**src/rtl/cursor_draw_pkg.sv**
```systemverilog
// Shared VGA pipeline bus payload carried between drawing stages.
package cursor_draw_pkg;

  typedef struct packed {
    logic [10:0] hcount;
    logic [10:0] vcount;
    logic        hsync;
    logic        hblnk;
    logic        vsync;
    logic        vblnk;
    logic [11:0] rgb;
  } vga_bus_t;

endpackage

```
**src/rtl/cursor_draw.sv**
```systemverilog
// Cursor tracking and blinking cell-outline overlay stage; every bus field is
// registered once, rgb is replaced by the cursor colour on the outline.
module cursor_draw
  import cursor_draw_pkg::*;
#(
  parameter int unsigned H_VISIBLE    = 800,
  parameter int unsigned V_VISIBLE    = 600,
  parameter int unsigned CELL_W       = 16,
  parameter int unsigned CELL_H       = 16,
  parameter int unsigned THICK        = 2,
  parameter int unsigned BLINK_FRAMES = 30,
  parameter logic [11:0] CURSOR_COLOR = 12'hFF0
) (
  input  logic       clk,
  input  logic       rst,
  input  logic       is_game_on,
  input  logic [2:0] board_size,
  input  logic       move_up,
  input  logic       move_down,
  input  logic       move_left,
  input  logic       move_right,
  output logic [3:0] cursor_col,
  output logic [3:0] cursor_row,
  input  vga_bus_t   bus_in,
  output vga_bus_t   bus_out
);

  localparam int unsigned CNT_W = (BLINK_FRAMES > 1) ? $clog2(BLINK_FRAMES) : 1;
  localparam logic [CNT_W-1:0] CNT_LAST = CNT_W'(BLINK_FRAMES - 1);
  localparam logic [9:0] DX_MAX = 10'(CELL_W - 1);
  localparam logic [9:0] DY_MAX = 10'(CELL_H - 1);
  localparam logic [9:0] DX_HI  = 10'(CELL_W - THICK);
  localparam logic [9:0] DY_HI  = 10'(CELL_H - THICK);
  localparam logic [9:0] THK    = 10'(THICK);

  logic [3:0]       col_q, row_q, dcol_q, drow_q;
  logic [3:0]       col_n, row_n, dcol_n, drow_n;
  logic [CNT_W-1:0] cnt_q, cnt_n;
  logic             phase_q, phase_n;
  logic             vblnk_q;
  logic [2:0]       n_q;
  vga_bus_t         bus_q, bus_d;

  logic [2:0] n_c;
  logic [4:0] s_c;
  logic [3:0] last_c;
  logic [9:0] ox_c, oy_c, x0_c, y0_c, dx_c, dy_c;
  logic       draw_c, vb_rise_c, moved_c;

  // Clamped board order and centred grid geometry
  always_comb begin
    n_c = board_size;
    if (board_size < 3'd2) n_c = 3'd2;
    else if (board_size > 3'd4) n_c = 3'd4;
    s_c    = 5'(n_c * n_c);
    last_c = 4'(s_c - 5'd1);
    ox_c   = 10'((H_VISIBLE - CELL_W * 32'(s_c)) >> 1);
    oy_c   = 10'((V_VISIBLE - CELL_H * 32'(s_c)) >> 1);
    x0_c   = ox_c + 10'(CELL_W * 32'(dcol_q));
    y0_c   = oy_c + 10'(CELL_H * 32'(drow_q));
    dx_c   = bus_in.hcount[9:0] - x0_c;
    dy_c   = bus_in.vcount[9:0] - y0_c;
  end

  // Outline hit test; offset 0 is the grid line and is left untouched
  always_comb begin
    draw_c = is_game_on && phase_q &&
             (dx_c >= 10'd1) && (dx_c <= DX_MAX) &&
             (dy_c >= 10'd1) && (dy_c <= DY_MAX) &&
             ((dx_c <= THK) || (dx_c >= DX_HI) || (dy_c <= THK) || (dy_c >= DY_HI));
    bus_d     = bus_in;
    bus_d.rgb = draw_c ? CURSOR_COLOR : bus_in.rgb;
  end

  // Cursor movement, tear-free display latch and blink timing
  always_comb begin
    col_n     = col_q;
    row_n     = row_q;
    dcol_n    = dcol_q;
    drow_n    = drow_q;
    cnt_n     = cnt_q;
    phase_n   = phase_q;
    moved_c   = 1'b0;
    vb_rise_c = bus_in.vblnk && !vblnk_q;

    if (!is_game_on) begin
      col_n   = '0;
      row_n   = '0;
      dcol_n  = '0;
      drow_n  = '0;
      cnt_n   = '0;
      phase_n = 1'b1;
    end else begin
      if (n_c != n_q) begin
        col_n  = '0;
        row_n  = '0;
        dcol_n = '0;
        drow_n = '0;
      end else begin
        if (vb_rise_c) begin
          dcol_n = col_q;
          drow_n = row_q;
        end
        if (move_right && !move_left) col_n = (col_q == last_c) ? 4'd0 : col_q + 4'd1;
        if (move_left && !move_right) col_n = (col_q == 4'd0) ? last_c : col_q - 4'd1;
        if (move_down && !move_up)    row_n = (row_q == last_c) ? 4'd0 : row_q + 4'd1;
        if (move_up && !move_down)    row_n = (row_q == 4'd0) ? last_c : row_q - 4'd1;
        moved_c = (col_n != col_q) || (row_n != row_q);
      end

      if (moved_c) begin
        cnt_n   = '0;
        phase_n = 1'b1;
      end else if (vb_rise_c) begin
        if (cnt_q == CNT_LAST) begin
          cnt_n   = '0;
          phase_n = !phase_q;
        end else begin
          cnt_n = cnt_q + CNT_W'(1);
        end
      end
    end
  end

  always_ff @(posedge clk or posedge rst) begin
    if (rst) begin
      bus_q   <= '0;
      col_q   <= '0;
      row_q   <= '0;
      dcol_q  <= '0;
      drow_q  <= '0;
      cnt_q   <= '0;
      phase_q <= 1'b1;
      vblnk_q <= 1'b0;
      n_q     <= '0;
    end else begin
      bus_q   <= bus_d;
      col_q   <= col_n;
      row_q   <= row_n;
      dcol_q  <= dcol_n;
      drow_q  <= drow_n;
      cnt_q   <= cnt_n;
      phase_q <= phase_n;
      vblnk_q <= bus_in.vblnk;
      n_q     <= n_c;
    end
  end

  assign bus_out    = bus_q;
  assign cursor_col = col_q;
  assign cursor_row = row_q;

endmodule
```
**config.mk**
```make
export PLATFORM = sky130hd
export DESIGN_NAME = cursor_draw
export DESIGN_NICKNAME = d
export VERILOG_FILES = /design/src/rtl/cursor_draw_pkg.sv /design/src/rtl/cursor_draw.sv
export SDC_FILE = /design/constraint.sdc
export NUM_CORES = 1
export LEC_CHECK = 0
export CORE_MARGIN = 2
export CORE_UTILIZATION = 55
export DETAILED_ROUTE_END_ITERATION = 6
export PLACE_DENSITY = 0.86
export SLEW_MARGIN = 20
export SYNTH_ARGS = -nofsm -noshare
export SYNTH_HDL_FRONTEND = slang
export SYNTH_SLANG_ARGS = --single-unit
```
**constraint.sdc**
```tcl
create_clock -name clk -period 7 [get_ports clk]
set_clock_uncertainty 0.1 [all_clocks]
set_input_delay 0.7 -clock clk [delete_from_list [all_inputs] [get_ports clk]]
set_output_delay 0.7 -clock clk [all_outputs]
set_load 0.1 [all_outputs]
```
==> key figures <==
Logic synthesis
  – Mean Syn Cell Area: 9.461 µm²
  – Seq/Total Area, Yosys: 37.47%
  – Synth Cell Area: 4210 µm²
  – Post-synthesis adder-cell area fraction: 14.44%
  – Main flop type after synthesis: dfrtp_1
  – Count of flip-flops with a built-in enable after synthesis: 0
  – Cell variety after synth: 62
  – Syn Inst Count: 445
  – Synth warn: 0
  – Synthesized Nets: 538
  – Yosys reg bits: 63
  – Largest family of logic cells by synthesized area: compound AO/OA/AOI/OAI gates
  – Post-synth ARST share: 100.0%
  – Post-synthesis simple-gate area fraction: 14.56%
  – Post-synthesis mux area share: 2.912%
  – Synth Area in Compound Gates: 18.87%
  – Xor and xnor area share after synthesis: 4.993%

Routing
  – DRC: 0
  – WL per Instance: 15.87 µm
  – Iteration count of the initial detailed-routing pass: 4
  – Final WL: 10.03 mm
  – Via count: 3543
  – Vias per cell: 5.606
  – ANT nets after route: 0
  – Iter 0 DRT Violations: 145

Layout
  – Fin cells: 632
  – Share of layout cells above drive strength 1: 6.191%
  – Area of the multi-input gates: 2371 µm²
  – Fin util: 74.14%
  – Design area: 5435 µm²
  – Diode count: 0
  – Fillers: 542
  – Layout Nets: 621
  – Syn-to-layout area delta: 29.09%
  – Flip-flop and latch area: 1578 µm²

Critical path
  – Critical path capture point type: register
  – R2R Path End: bus_out[1]
  – Reg2Reg Launch Point: dcol_q[0]
  – Setup crit start kind: input pin
  – CP required: 7080 ps
  – WP data arrival: 5370 ps
  – Reg2reg path depth: 9
  – R2R setup slack: 3590 ps
  – Highest fanout seen on the critical path: 16
  – Critical path type: input pin to register

Min path
  – Worst hold stages: 2
  – Tightest Hold Check Type: register to register
  – Hold path endpoint: drow_q[1]
  – Min-delay src: drow_q[1]

Placement
  – Final GP Congestion: 0.9250
  – Post-detail-place hpwl: 7.498 mm
  – Placed Instances: 616
  – I/O Buffers: 93
  – Cell Area, Placed: 5186 µm²

GRT
  – Vias in the first global route: 3531
  – Pin count of the biggest net entering global routing: 64
  – GRT Overall Usage: 25.31%
  – Global route overflow: 0
  – First-pass GRT wire length: 16.79 mm
  – Initial antenna violation count: 0

Timing
  – RSZ-0062 raised after global routing: false
  – Fin crit share: 75.66%
  – Hold_ws: 434.9 ps
  – Relative slew margins: 34.48%
  – Peak Freq: 0.1888 GHz
  – Final Max Tran Viols: 0
  – TNS Setup: 0 ps
  – Final setup fails: 0
  – Hold Fails Final Rpt: 0
  – Slew @ Worst Pin: 979.7 ps
  – Fin crit period: 5296 ps

Flow run
  – Max cap viols: 0

Die
  – Chip Width: 91.50 µm
  – Core area: 7331 µm²
  – Initial Utilization: 57.43%
  – Die height: 91.50 µm
  – Cell row count: 31
  – I/O Pins: 94
  – Die area: 8371 µm²

Outcome
  – Outcome: complete, no violations

Clocking
  – CTS Hold Buffers Added: 0
  – CTS tree: done
  – Clock-pin slew on the worst setup and hold paths: 70 ps
  – # H-tree levels: 3
  – Max clock buf depth: 2
  – CTS Sinks: 63
  – CTS Root Cell: clkbuf_8
  – CTS buffer count: 9
  – Worst-Skew Late Latency: 350 ps
  – Post-CTS Setup Bufs: 0
  – Post-cts sizing count: 0

Power and ir drop
  – Lkg Pwr: 2.438 nW
  – VDD IR max: 153.6 µV
  – Cell Pwr Density: 206.9 nW/µm²
[final cells by class]
cell class                      count  share of cell area, %
Tap cell                           99                  2.279
Clock buffer                       10                  2.348
Timing Repair Buffer               94                  17.27
Multi-Input combinational cell    310                  43.62
Clock inverter                      6                  2.003
Inverter                           50                  3.453
Sequential cell                    63                  29.03
[cell usage after synthesis (3+ instances only)]
cell,n,share of area (%)
dfrtp_1,62,37
inv_1,49,4.4
ha_1,39,12
nand2_1,34,3.0
nor2_1,21,1.9
a21oi_1,20,2.4
clkbuf_1,16,1.4
o21ai_0,16,1.9
xnor2_1,13,2.7
nor3_1,12,1.4
nand2b_1,11,1.6
xor2_1,11,2.3
a21o_1,10,1.8
mux2i_1,10,2.4
a211oi_1,9,1.6
a31oi_1,7,1.0
o211ai_1,7,1.2
fa_1,6,2.9
or2_2,6,0.89
a21boi_0,5,0.89
nand3_1,5,0.59
o21bai_1,5,0.89
buf_2,4,0.48
o21a_1,4,0.71
o31ai_1,4,0.71
a22oi_1,3,0.53
and2_1,3,0.45
nand4_1,3,0.45
nor2b_1,3,0.45
nor4_1,3,0.45
o311ai_0,3,0.62
[sequential cells by signal, summed over array words and instances, names as in the netlist]
register    count
cursor_col      4
bus_out        38
dcol_q          4
phase_q         1
drow_q          4
n_q             3
cursor_row      4
cnt_q           5
[power by group]
group	switching, mW	leakage (nW)	total (mW)	internal, mW
registers	0.00809	0.782	0.385	0.377
logic	0.228	1.54	0.352	0.124
clock network	0.151	0.120	0.387	0.236
[cells by family (layout without fill, tap and decap cells)]
kind of cell | Yosys count | after routing
AOI/OAI and AO/OA | 113 | 113
muxes | 12 | 12
other | 1 | 1
xor gates and xnor gates | 24 | 24
DFF | 63 | 63
adders and majority gates | 45 | 45
buffers and inverters | 72 | 160
and+or+nand+nor | 115 | 115
[worst max-delay path by stage]
stage / startpoint / endpoint / slack (ps) / cells past startpoint
2_1_floorplan: board_size[2] / bus_out[0] / 2880 / 16
3_3_place_gp: board_size[2] / bus_out[3] / 1200 / 15
3_5_place_dp: board_size[2] / bus_out[1] / 1090 / 15
4_1_cts: board_size[2] / bus_out[1] / 1420 / 15
5_1_grt: board_size[2] / bus_out[2] / 1360 / 15
6_report: board_size[2] / bus_out[1] / 1700 / 15
[metrics by stage]
stage	setup slack, ps	power (mW)
4_1_cts	1417	1.124
6_report	1704	1.124
5_1_grt	1360	1.172
3_5_place_dp	1093	0.7371
3_3_place_gp	1196	0.7298
2_1_floorplan	2876	0.6402
[critical path: stages]
cell             delay [ps]
clkdlybuf4s50_1         860
nand3b_4                320
inv_1                    70
ha_1                    430
xnor2_1                 370
xnor2_1                 140
fa_1                    490
inv_1                    40
ha_1                    210
inv_1                   100
o22ai_1                  80
a211o_1                 250
a2111o_1                430
a2111oi_4               680
a21boi_0                200
[placed cells by master (no fill, tap or decap), types with 3 or more instances in the layout]
master	Yosys	routed
a211oi_1	9	9
a21boi_0	5	5
a21o_1	10	10
a21oi_1	20	20
a22oi_1	3	3
a31oi_1	7	7
and2_1	3	3
bufinv_16	0	3
clkbuf_8	0	9
clkdlybuf4s50_1	0	93
dfrtp_1	62	62
fa_1	6	6
ha_1	39	39
inv_1	49	48
mux2i_1	10	10
nand2_1	34	34
nand2b_1	11	11
nand3_1	5	5
nand4_1	3	3
nor2_1	21	21
nor2b_1	3	3
nor3_1	12	12
o211ai_1	7	7
o21a_1	4	4
o21ai_0	16	16
o21bai_1	5	5
o311ai_0	3	3
o31ai_1	4	4
or2_2	6	6
xnor2_1	13	13
xor2_1	11	11
[routing by layer]
metal | GRT usage (%) | part of all wire (%) | routed length, µm | up-vias
li1 | - | - | - | 1715
met3 | 3.485 | 5.4 | 540 | 13
met5 | 0 | 0 | 0 | -
met2 | 41.36 | 48 | 4809 | 119
met1 | 34.39 | 45 | 4515 | 1696
met4 | 9.091 | 1.6 | 162 | 0
Power figures use the tool's default switching activity.
